[config.mk]
export PLATFORM = sky130hd
export DESIGN_NAME = led_status_display
export DESIGN_NICKNAME = d
export VERILOG_FILES = /design/src/rtl/led_disp_pkg.sv /design/src/rtl/led_pwm_blink_timer.sv /design/src/rtl/led_status_display.sv
export SDC_FILE = /design/constraint.sdc
export NUM_CORES = 1
export LEC_CHECK = 0
export CAP_MARGIN = 15
export CORE_MARGIN = 4
export CORE_UTILIZATION = 52
export CTS_CLUSTER_DIAMETER = 200
export DETAILED_ROUTE_END_ITERATION = 12
export GPL_ROUTABILITY_DRIVEN = 1
export GPL_TIMING_DRIVEN = 0
export HOLD_SLACK_MARGIN = 0.1
export MAX_ROUTING_LAYER = met4
export PLACE_DENSITY_LB_ADDON = 0.2
export REMOVE_ABC_BUFFERS = 1
export SKIP_CTS_REPAIR_TIMING = 1
export SYNTH_ARGS = -nofsm -noshare
export SYNTH_HDL_FRONTEND = slang
export SYNTH_SLANG_ARGS = --single-unit
[constraint.sdc]
create_clock -name sys_clk -period 2.5 [get_ports sys_clk]
set_input_delay 0.5 -clock sys_clk [delete_from_list [all_inputs] [get_ports sys_clk]]
set_output_delay 0.5 -clock sys_clk [all_outputs]
set_load 0.05 [all_outputs]
[src/rtl/led_disp_pkg.sv]
// -----------------------------------------------------------------------------
// led_disp_pkg
//   Shared constants for the front-panel indicator driver.
//   - One-hot controller state encodings (IDLE .. TEMP).
//   - RGB colour constants, packed as 3-bit {R,G,B}.
//   - blink_div(): clock cycles per half blink period.
// -----------------------------------------------------------------------------
package led_disp_pkg;

  // One-hot states presented by the vending controller
  localparam logic [5:0] ST_IDLE      = 6'h01;
  localparam logic [5:0] ST_GOODS_ONE = 6'h02;
  localparam logic [5:0] ST_GOODS_TWO = 6'h04;
  localparam logic [5:0] ST_PAYMENT   = 6'h08;
  localparam logic [5:0] ST_CHANGE    = 6'h10;
  localparam logic [5:0] ST_TEMP      = 6'h20;

  // Colours as {R,G,B}
  localparam logic [2:0] RGB_OFF    = 3'b000;
  localparam logic [2:0] RGB_RED    = 3'b100;
  localparam logic [2:0] RGB_GREEN  = 3'b010;
  localparam logic [2:0] RGB_BLUE   = 3'b001;
  localparam logic [2:0] RGB_YELLOW = 3'b110;
  localparam logic [2:0] RGB_WHITE  = 3'b111;

  // Number of clock cycles in one half of a blink period (lit or dark).
  function automatic int blink_div(input int clk_freq_hz, input int blink_hz);
    return clk_freq_hz / (2 * blink_hz);
  endfunction

endpackage

[src/rtl/led_pwm_blink_timer.sv]
// -----------------------------------------------------------------------------
// led_pwm_blink_timer
//   Timing base for the indicator driver: blink prescaler, blink phase and the
//   free-running PWM counter with its brightness compare.
//
//   Ports:
//     sys_clk      in   clock, rising edge
//     sys_rst_n    in   synchronous active-low reset
//     restart      in   restart the blink period lit (state change)
//     brightness   in   PWM duty, 0 = off, all-ones = always on
//     blink_phase  out  blink phase that will be held after the coming edge
//     pwm_on       out  PWM gate for the current cycle
// -----------------------------------------------------------------------------
module led_pwm_blink_timer #(
  parameter int BLINK_DIV = 4,
  parameter int PWM_BITS  = 4
) (
  input  logic                sys_clk,
  input  logic                sys_rst_n,
  input  logic                restart,
  input  logic [PWM_BITS-1:0] brightness,
  output logic                blink_phase,
  output logic                pwm_on
);

  localparam int              PRE_W    = (BLINK_DIV > 1) ? $clog2(BLINK_DIV) : 1;
  localparam logic [PRE_W-1:0] PRE_LAST = PRE_W'(BLINK_DIV - 1);

  logic [PRE_W-1:0]    prescaler_q, prescaler_d;
  logic                blink_phase_q, blink_phase_d;
  logic [PWM_BITS-1:0] pwm_cnt_q, pwm_cnt_d;

  always_comb begin
    prescaler_d   = prescaler_q;
    blink_phase_d = blink_phase_q;
    pwm_cnt_d     = pwm_cnt_q + PWM_BITS'(1);
    if (restart) begin
      // A state change wins over the wrap so the new state always opens lit.
      prescaler_d   = '0;
      blink_phase_d = 1'b1;
    end else if (prescaler_q == PRE_LAST) begin
      prescaler_d   = '0;
      blink_phase_d = ~blink_phase_q;
    end else begin
      prescaler_d   = prescaler_q + PRE_W'(1);
    end
  end

  always_ff @(posedge sys_clk) begin
    if (!sys_rst_n) begin
      prescaler_q   <= '0;
      blink_phase_q <= 1'b0;
      pwm_cnt_q     <= '0;
    end else begin
      prescaler_q   <= prescaler_d;
      blink_phase_q <= blink_phase_d;
      pwm_cnt_q     <= pwm_cnt_d;
    end
  end

  // The output registers sample the phase being loaded this edge, so the LED
  // pattern stays aligned with blink_phase_q: entering a state shows lit on the
  // first registered output and each half period lasts exactly BLINK_DIV cycles.
  assign blink_phase = blink_phase_d;

  // All-ones is forced fully on; otherwise a plain compare gives brightness/2^N.
  assign pwm_on = (&brightness) | (pwm_cnt_q < brightness);

endmodule

[src/rtl/led_status_display.sv]
// -----------------------------------------------------------------------------
// led_status_display
//   Front-panel indicator driver for the vending machine. Decodes the one-hot
//   controller state into the button LED bank and two RGB LEDs, with PWM
//   dimming on the RGBs, blinking in CHANGE and an illegal-state fault flag.
//   All outputs are registered (one cycle from the inputs).
//
//   Ports:
//     sys_clk, sys_rst_n          clock / synchronous active-low reset
//     state[5:0]                  one-hot controller state
//     in_goods_high/low[2:0]      goods selection bits
//     in_goods_num[1:0]           quantity
//     money[MONEY_W-1:0]          inserted money
//     brightness[PWM_BITS-1:0]    RGB intensity
//     LED_btn[LED_W-1:0]          button LED bank (not dimmed)
//     RGB1_*                      state colour
//     RGB2_*                      fault indicator (red blinks on illegal state)
// -----------------------------------------------------------------------------
module led_status_display
  import led_disp_pkg::*;
#(
  parameter int CLK_FREQ_HZ = 100000000,
  parameter int BLINK_HZ    = 2,
  parameter int PWM_BITS    = 4,
  parameter int LED_W       = 16,
  parameter int MONEY_W     = 5
) (
  input  logic                sys_clk,
  input  logic                sys_rst_n,
  input  logic [5:0]          state,
  input  logic [2:0]          in_goods_high,
  input  logic [2:0]          in_goods_low,
  input  logic [1:0]          in_goods_num,
  input  logic [MONEY_W-1:0]  money,
  input  logic [PWM_BITS-1:0] brightness,
  output logic [LED_W-1:0]    LED_btn,
  output logic                RGB1_Red,
  output logic                RGB1_Green,
  output logic                RGB1_Blue,
  output logic                RGB2_Red,
  output logic                RGB2_Green,
  output logic                RGB2_Blue
);

  localparam int BLINK_DIV = blink_div(CLK_FREQ_HZ, BLINK_HZ);

  logic [5:0]       state_q, state_d;
  logic [LED_W-1:0] led_btn_q, led_btn_d;
  logic [2:0]       rgb1_q, rgb1_d;
  logic [2:0]       rgb2_q, rgb2_d;

  logic             restart;
  logic             legal;
  logic             blink_phase;
  logic             pwm_on;
  logic [2:0]       rgb1_col;

  assign restart = (state != state_q);
  // Exactly one bit set: non-zero and clearing the lowest set bit leaves zero.
  assign legal   = (state != 6'h00) && ((state & (state - 6'h01)) == 6'h00);

  led_pwm_blink_timer #(
    .BLINK_DIV (BLINK_DIV),
    .PWM_BITS  (PWM_BITS)
  ) u_timer (
    .sys_clk     (sys_clk),
    .sys_rst_n   (sys_rst_n),
    .restart     (restart),
    .brightness  (brightness),
    .blink_phase (blink_phase),
    .pwm_on      (pwm_on)
  );

  always_comb begin
    state_d   = state;
    led_btn_d = '0;
    rgb1_col  = RGB_OFF;
    case (state)
      ST_IDLE: begin
        led_btn_d = '0;
        rgb1_col  = RGB_OFF;
      end
      ST_GOODS_ONE, ST_GOODS_TWO: begin
        led_btn_d = LED_W'({in_goods_num, in_goods_high, in_goods_low});
        rgb1_col  = (state == ST_GOODS_ONE) ? RGB_RED : RGB_GREEN;
      end
      ST_PAYMENT: begin
        // Money in the top bits, remaining lower LEDs lit.
        led_btn_d                      = '1;
        led_btn_d[LED_W-1 -: MONEY_W]  = money;
        rgb1_col                       = RGB_BLUE;
      end
      ST_CHANGE: begin
        led_btn_d = blink_phase ? '1 : '0;
        rgb1_col  = blink_phase ? RGB_YELLOW : RGB_OFF;
      end
      ST_TEMP: begin
        led_btn_d = '1;
        rgb1_col  = RGB_WHITE;
      end
      default: begin
        led_btn_d = '0;
        rgb1_col  = RGB_OFF;
      end
    endcase
    rgb1_d = rgb1_col & {3{pwm_on}};
    rgb2_d = (!legal && blink_phase && pwm_on) ? RGB_RED : RGB_OFF;
  end

  always_ff @(posedge sys_clk) begin
    if (!sys_rst_n) begin
      state_q   <= '0;
      led_btn_q <= '0;
      rgb1_q    <= '0;
      rgb2_q    <= '0;
    end else begin
      state_q   <= state_d;
      led_btn_q <= led_btn_d;
      rgb1_q    <= rgb1_d;
      rgb2_q    <= rgb2_d;
    end
  end

  assign LED_btn    = led_btn_q;
  assign RGB1_Red   = rgb1_q[2];
  assign RGB1_Green = rgb1_q[1];
  assign RGB1_Blue  = rgb1_q[0];
  assign RGB2_Red   = rgb2_q[2];
  assign RGB2_Green = rgb2_q[1];
  assign RGB2_Blue  = rgb2_q[0];

endmodule

Word level (Yosys, flattened, before mapping)
Cells that the tools add are included.
W data, S select, Z words.
{"block": "classes", "n_addsub": 3, "magnitude_cmp": 1, "eq_ne": 7, "muxes": 8, "bitwise": 5, "reduce_logical": 9}
{"cell": "$pmux W16 S4", "count": 1}
{"cell": "$add A25 B1 Y25 const B", "count": 1}
{"cell": "$eq A25 B25 Y1 const B", "count": 1}
{"cell": "$mux W16", "count": 1}
{"cell": "$pmux W3 S4", "count": 1}
{"cell": "$mux W3", "count": 3}
{"cell": "$and A6 B6 Y6", "count": 1}
{"cell": "$eq A6 B2 Y1 const B", "count": 1}
{"cell": "$eq A6 B3 Y1 const B", "count": 1}
{"cell": "$eq A6 B4 Y1 const B", "count": 1}
{"cell": "$eq A6 B5 Y1 const B", "count": 1}
{"cell": "$eq A6 B6 Y1 const B", "count": 1}
{"cell": "$logic_not A6 Y1", "count": 1}
{"cell": "$ne A6 B6 Y1", "count": 1}
{"cell": "$reduce_bool A6 Y1", "count": 1}
{"cell": "$sub A6 B1 Y6 const B", "count": 1}
{"cell": "$add A4 B1 Y4 const B", "count": 1}
{"cell": "$lt A4 B4 Y1", "count": 1}
{"cell": "$reduce_and A4 Y1", "count": 1}
{"cell": "$and A3 B3 Y3", "count": 1}
{"cell": "$logic_and A1 B1 Y1", "count": 3}
{"cell": "$reduce_or A3 Y1", "count": 1}
{"cell": "$mux W1", "count": 2}
{"cell": "$not A1 Y1", "count": 2}
{"cell": "other kinds (3)", "count": 3}
{"block": "word_totals", "reg_bits": 58, "inputBits": 25, "output_inout_bits": 22, "word_cells": 40}

Longest topological paths before layout
{"block": "logic_depth", "ltp_word": 8, "depth_mapped": 8, "depth_no_buf": 7}

Modules after synthesis
A second synthesis with hierarchy kept.
{"block": "hier_totals", "cells_unflattened": 266, "hier_area_um2": 2497.4}
{"module": "led_pwm_blink_timer", "instances": 1, "cells_per_inst": 152, "area_per_inst_um2": 1403.8, "seq_area_each_um2": 600.6}
{"module": "led_status_display", "instances": 1, "cells_per_inst": 114, "area_per_inst_um2": 1093.5, "seq_area_each_um2": 480.5}

Worst setup path before layout
No wires, ideal clock.
{"block": "synth_path", "path_type": "reg2reg", "from": "reg u_timer.prescaler_q[0]", "to": "reg led_btn_q[11] (netlist: LED_btn[11])", "setup_time_ns": 0.128, "arrival_time_ns": 1.813, "t_required_ns": 2.372, "path_slack_ns": 0.558, "stages_incl_launch_ff": 8, "path_buffers": 1, "period_less_slack_ns": 1.942, "path_cell_list": "dfxtp_1 -> ha_1 -> nand4_2 -> or2_4 -> o31a_1 -> o31ai_4 -> buf_6 -> o22ai_1"}
{"block": "synth_via", "elab_chain_len": 5}
{"item": "start, declared", "line_no": "led_pwm_blink_timer.sv:29", "text": "logic [PRE_W-1:0] prescaler_q, prescaler_d;"}
{"item": "start signal, assigned", "line_no": "led_pwm_blink_timer.sv:55", "text": "prescaler_q <= prescaler_d;"}
{"item": "$eq A25 B25 Y1", "line_no": "led_pwm_blink_timer.sv:41", "text": "end else if (prescaler_q == PRE_LAST) begin"}
{"item": "$mux W1", "line_no": "led_pwm_blink_timer.sv:41"}
{"item": "$mux W1", "line_no": "led_pwm_blink_timer.sv:37", "text": "if (restart) begin"}
{"item": "$mux W16", "line_no": "led_status_display.sv:94", "text": "led_btn_d = blink_phase ? '1 : '0;"}
{"item": "$pmux W16 S4", "line_no": "led_status_display.sv:78", "text": "case (state)"}
{"item": "end signal, assigned", "line_no": "led_status_display.sv:118", "text": "led_btn_q <= led_btn_d;"}
{"item": "end, declared", "line_no": "led_status_display.sv:48", "text": "logic [LED_W-1:0] led_btn_q, led_btn_d;"}
No other way between the ends.
A chain may end at the register's enable or synchronous reset.

Worst setup path in the final report
{"block": "layout_path", "from": "in state[4]", "to": "reg u_timer.prescaler_q[11]"}
{"block": "layout_via", "elab_chain_len": 2}
{"item": "start, declared", "line_no": "led_status_display.sv:30", "text": "input logic [5:0] state,"}
{"item": "$ne A6 B6 Y1", "line_no": "led_status_display.sv:58", "text": "assign restart = (state != state_q);"}
{"item": "$reduce_or A3 Y1 (no line)"}
No other way between the ends.

==> flow_metrics.py <==
metrics = {
    "run_status": {
        "status": "completed",
    },
    "sta": {
        "finalSetupTns_ns": 0,
        "hold_viol_final": 0,
        "tightest_slew_ns": 0.740,
        "worst_slack_ns": 0.242,
        "finClkSkew_ns": 0.00782,
        "fmax_ghz": 0.443,
        "finalSetupViolCount": 0,
        "rsz0062_at_grt": "no",
        "final.min_clock_period_ns": 2.26,
        "relSlewSlack_pct": 50.2,
        "drv_slew": 0,
        "post-route-period-util_pct": 90.3,
    },
    "hold_path": {
        "hold_path.class": "reg2reg",
        "min_path_cells": 1,
        "worstHoldEndpoint": "u_timer.prescaler_q[0]$_SDFF_PP0_",
        "hold_start": "u_timer.prescaler_q[0]$_SDFF_PP0_",
    },
    "floorplan": {
        "row_count": 24,
        "die_w_um": 77.4,
        "chipHeight_um": 77.4,
        "ios": 47,
        "die_area_um2": 5990,
        "core_area_um2": 4500,
        "initial_core_util_pct": 55.6,
    },
    "critical_path": {
        "crit_fanout": 25,
        "arrival_ns": 2.51,
        "start_kind": "input pin",
        "path_class": "in2reg",
        "ff2ff_path_depth": 7,
        "reg2reg_to": "rgb2_q[2]$_SDFF_PN0_",
        "end_kind": "flip-flop",
        "timing.rr.start": "u_timer.prescaler_q[0]$_SDFF_PP0_",
        "rrSetupSlack_ns": 0.32,
        "cp.required_ns": 2.75,
    },
    "synthesis": {
        "syn-cell-area_um2": 2500,
        "ys_ff_latch": 54,
        "async_flop_share_pct": 0,
        "synth_top_area_share_pct": 43.2,
        "yosysWarningCount": 0,
        "synth_edf_count": 0,
        "synth_commonest_cells": "54 x dfxtp_1, 41 x nor2_1, 18 x xnor2_1",
        "synth.area.top_cells": "dfxtp_1 43%, xnor2_1 6.3%, nor2_1 6.1%",
        "yosysUniqueCellTypes": 45,
        "yosysTopAreaCell": "dfxtp_1",
        "avgSynthCellArea_um2": 9.01,
        "synth_cells": 278,
        "synth-main-ff-cell": "dfxtp_1",
        "synth.most_common_cell": "dfxtp_1",
        "ys_seq_area_share_pct": 43.2,
    },
    "layout": {
        "area_delta_synth_final_pct": 20.7,
        "diodes": 0,
        "num-nets-final": 343,
        "post-route-util_pct": 67.1,
        "fillers": 404,
        "drive_above_1_share_pct": 5.73,
        "layoutNonFillerInstCount": 366,
    },
    "routing": {
        "routedWlPerCell_um": 13.1,
        "routed-via-count": 1956,
        "viasPerCell": 5.34,
        "postRouteAntennaNets": 0,
        "first_pass_iters": 4,
        "drtIter0Drc": 49,
        "wirelength_mm": 4.78,
        "drcViolationCount": 0,
    },
    "cts": {
        "h-tree-depth": 2,
        "cts_buffer_depth": 2,
        "cts_buffers": 5,
        "clk_pin_slew_worst_paths_ns": 0.09,
        "clkSinkCount": 54,
        "ctsRootBufferMaster": "clkbuf_8",
        "clk_latency_ns": 0.31,
        "cts_tree": "built",
    },
    "job": {
        "max_cap_violations": 0,
    },
    "place": {
        "hpwl_mm": 3.51,
        "gp_congestion": 0.771,
        "place_ws_ns": -0.510,
        "dp.cells": 357,
        "portBuffers": 44,
    },
    "power_and_ir_drop": {
        "powerDensity_nw_per_um2": 515,
        "ir_drop_uv": 404,
        "power.leakage_uw": 0.00107,
    },
    "global_routing": {
        "grt_pass1_vias": 1913,
        "grt_pass1_wl_mm": 8.35,
        "grt.overflow.total": 0,
        "antenna_found_initial": 0,
        "grt_max_degree": 26,
        "grt_usage_pct": 17.4,
    },
}
## metrics by stage
stage / area (um^2) / power, uW / hold slack, ns
after floorplan: 2390 / 994 / 0.430
after global placement: 2900 / 1070 / 0.446
after detailed placement: 2900 / 1070 / 0.456
after CTS: 2990 / 1570 / 0.479
after global routing: 3020 / 1620 / 0.516
final: 3020 / 1560 / 0.472
## critical path: stages
cell             delay (ns)
clkdlybuf4s50_1        0.59
xor2_1                 0.25
nor4_2                 0.28
nand3_1                0.20
or3_4                  0.55
nor2_1                 0.14
## power by group
part | total [uW] | switching, uW | internal (uW)
clock | 500 | 298 | 203
sequential | 885 | 8.80 | 876
combinational | 171 | 91.3 | 79.8
## metal layers
layer	wire length, um	global-route usage (%)
met1	2060	18.7
met2	2510	31.7
met3	154	4.17
met4	51	4.80
met5	0	-
## final cells by class
type / instances / area [um^2] / share of cell area, %
repair buffers: 45 / 463 / 15.3
multi-input cells: 197 / 1280 / 42.4
clock buffers: 5 / 68.8 / 2.28
inverters: 10 / 37.5 / 1.24
well taps: 52 / 65.1 / 2.15
flip-flops and latches: 54 / 1080 / 35.7
clock inverters: 3 / 25.0 / 0.827
## how the worst max path moves through the flow
stage	cells after the start	endpoint	slack [ns]	start
2_1_floorplan	6	rgb2_q[2]$_SDFF_PN0_	0.43	u_timer.prescaler_q[0]$_SDFF_PP0_
3_3_place_gp	6	u_timer.prescaler_q[22]$_SDFF_PP0_	-0.47	state[5]
3_5_place_dp	6	u_timer.prescaler_q[7]$_SDFF_PP0_	-0.51	state[5]
4_1_cts	6	u_timer.prescaler_q[7]$_SDFF_PP0_	-0.18	state[5]
5_1_grt	6	u_timer.prescaler_q[11]$_SDFF_PP0_	0.04	state[4]
6_report	6	u_timer.prescaler_q[11]$_SDFF_PP0_	0.24	state[4]
## cells in the final DEF, fill, tap and decap left out, types with 2 or more instances in the layout
master	synthesis	layout
dfxtp_1	54	54
inv_1	10	10
clkbuf_8	0	5
nor2_1	41	41
conb_1	1	2
nand2_1	13	13
nor4_2	2	2
and4_1	4	4
o31ai_1	2	2
nor3_1	4	4
o21ai_1	4	4
xnor2_1	18	18
nand3_1	12	11
clkdlybuf4s50_1	0	43
and2_1	9	9
o22ai_1	4	4
nor4_4	2	2
o21ai_0	7	7
ha_1	5	5
xor2_1	17	17
nor2b_1	2	2
nor4b_1	3	3
or3_1	4	3
nor4_1	4	4
a21oi_1	16	16
nand4_1	5	5
nand3b_1	2	2
## sequential cells by signal, indices dropped and copies added, names as in the netlist
signal                 cells
u_timer.prescaler_q       25
LED_btn                   14
u_timer.blink_phase_q      1
rgb1_q                     3
rgb2_q                     1
state_q                    6
u_timer.pwm_cnt_q          4
## logic make-up (layout without fill, tap and decap cells)
kind of cell	Yosys count	in the layout	synth area share, %
fa+ha+maj	5	5	2.50
simple gates	113	113	25.2
compound gates	41	41	10.2
flops	54	54	43.2
xor+xnor	35	35	12.2
mux	1	1	0.400
buf+inv	28	63	6.14
other cells	1	2	0.150
Power figures use the tool's default switching activity.
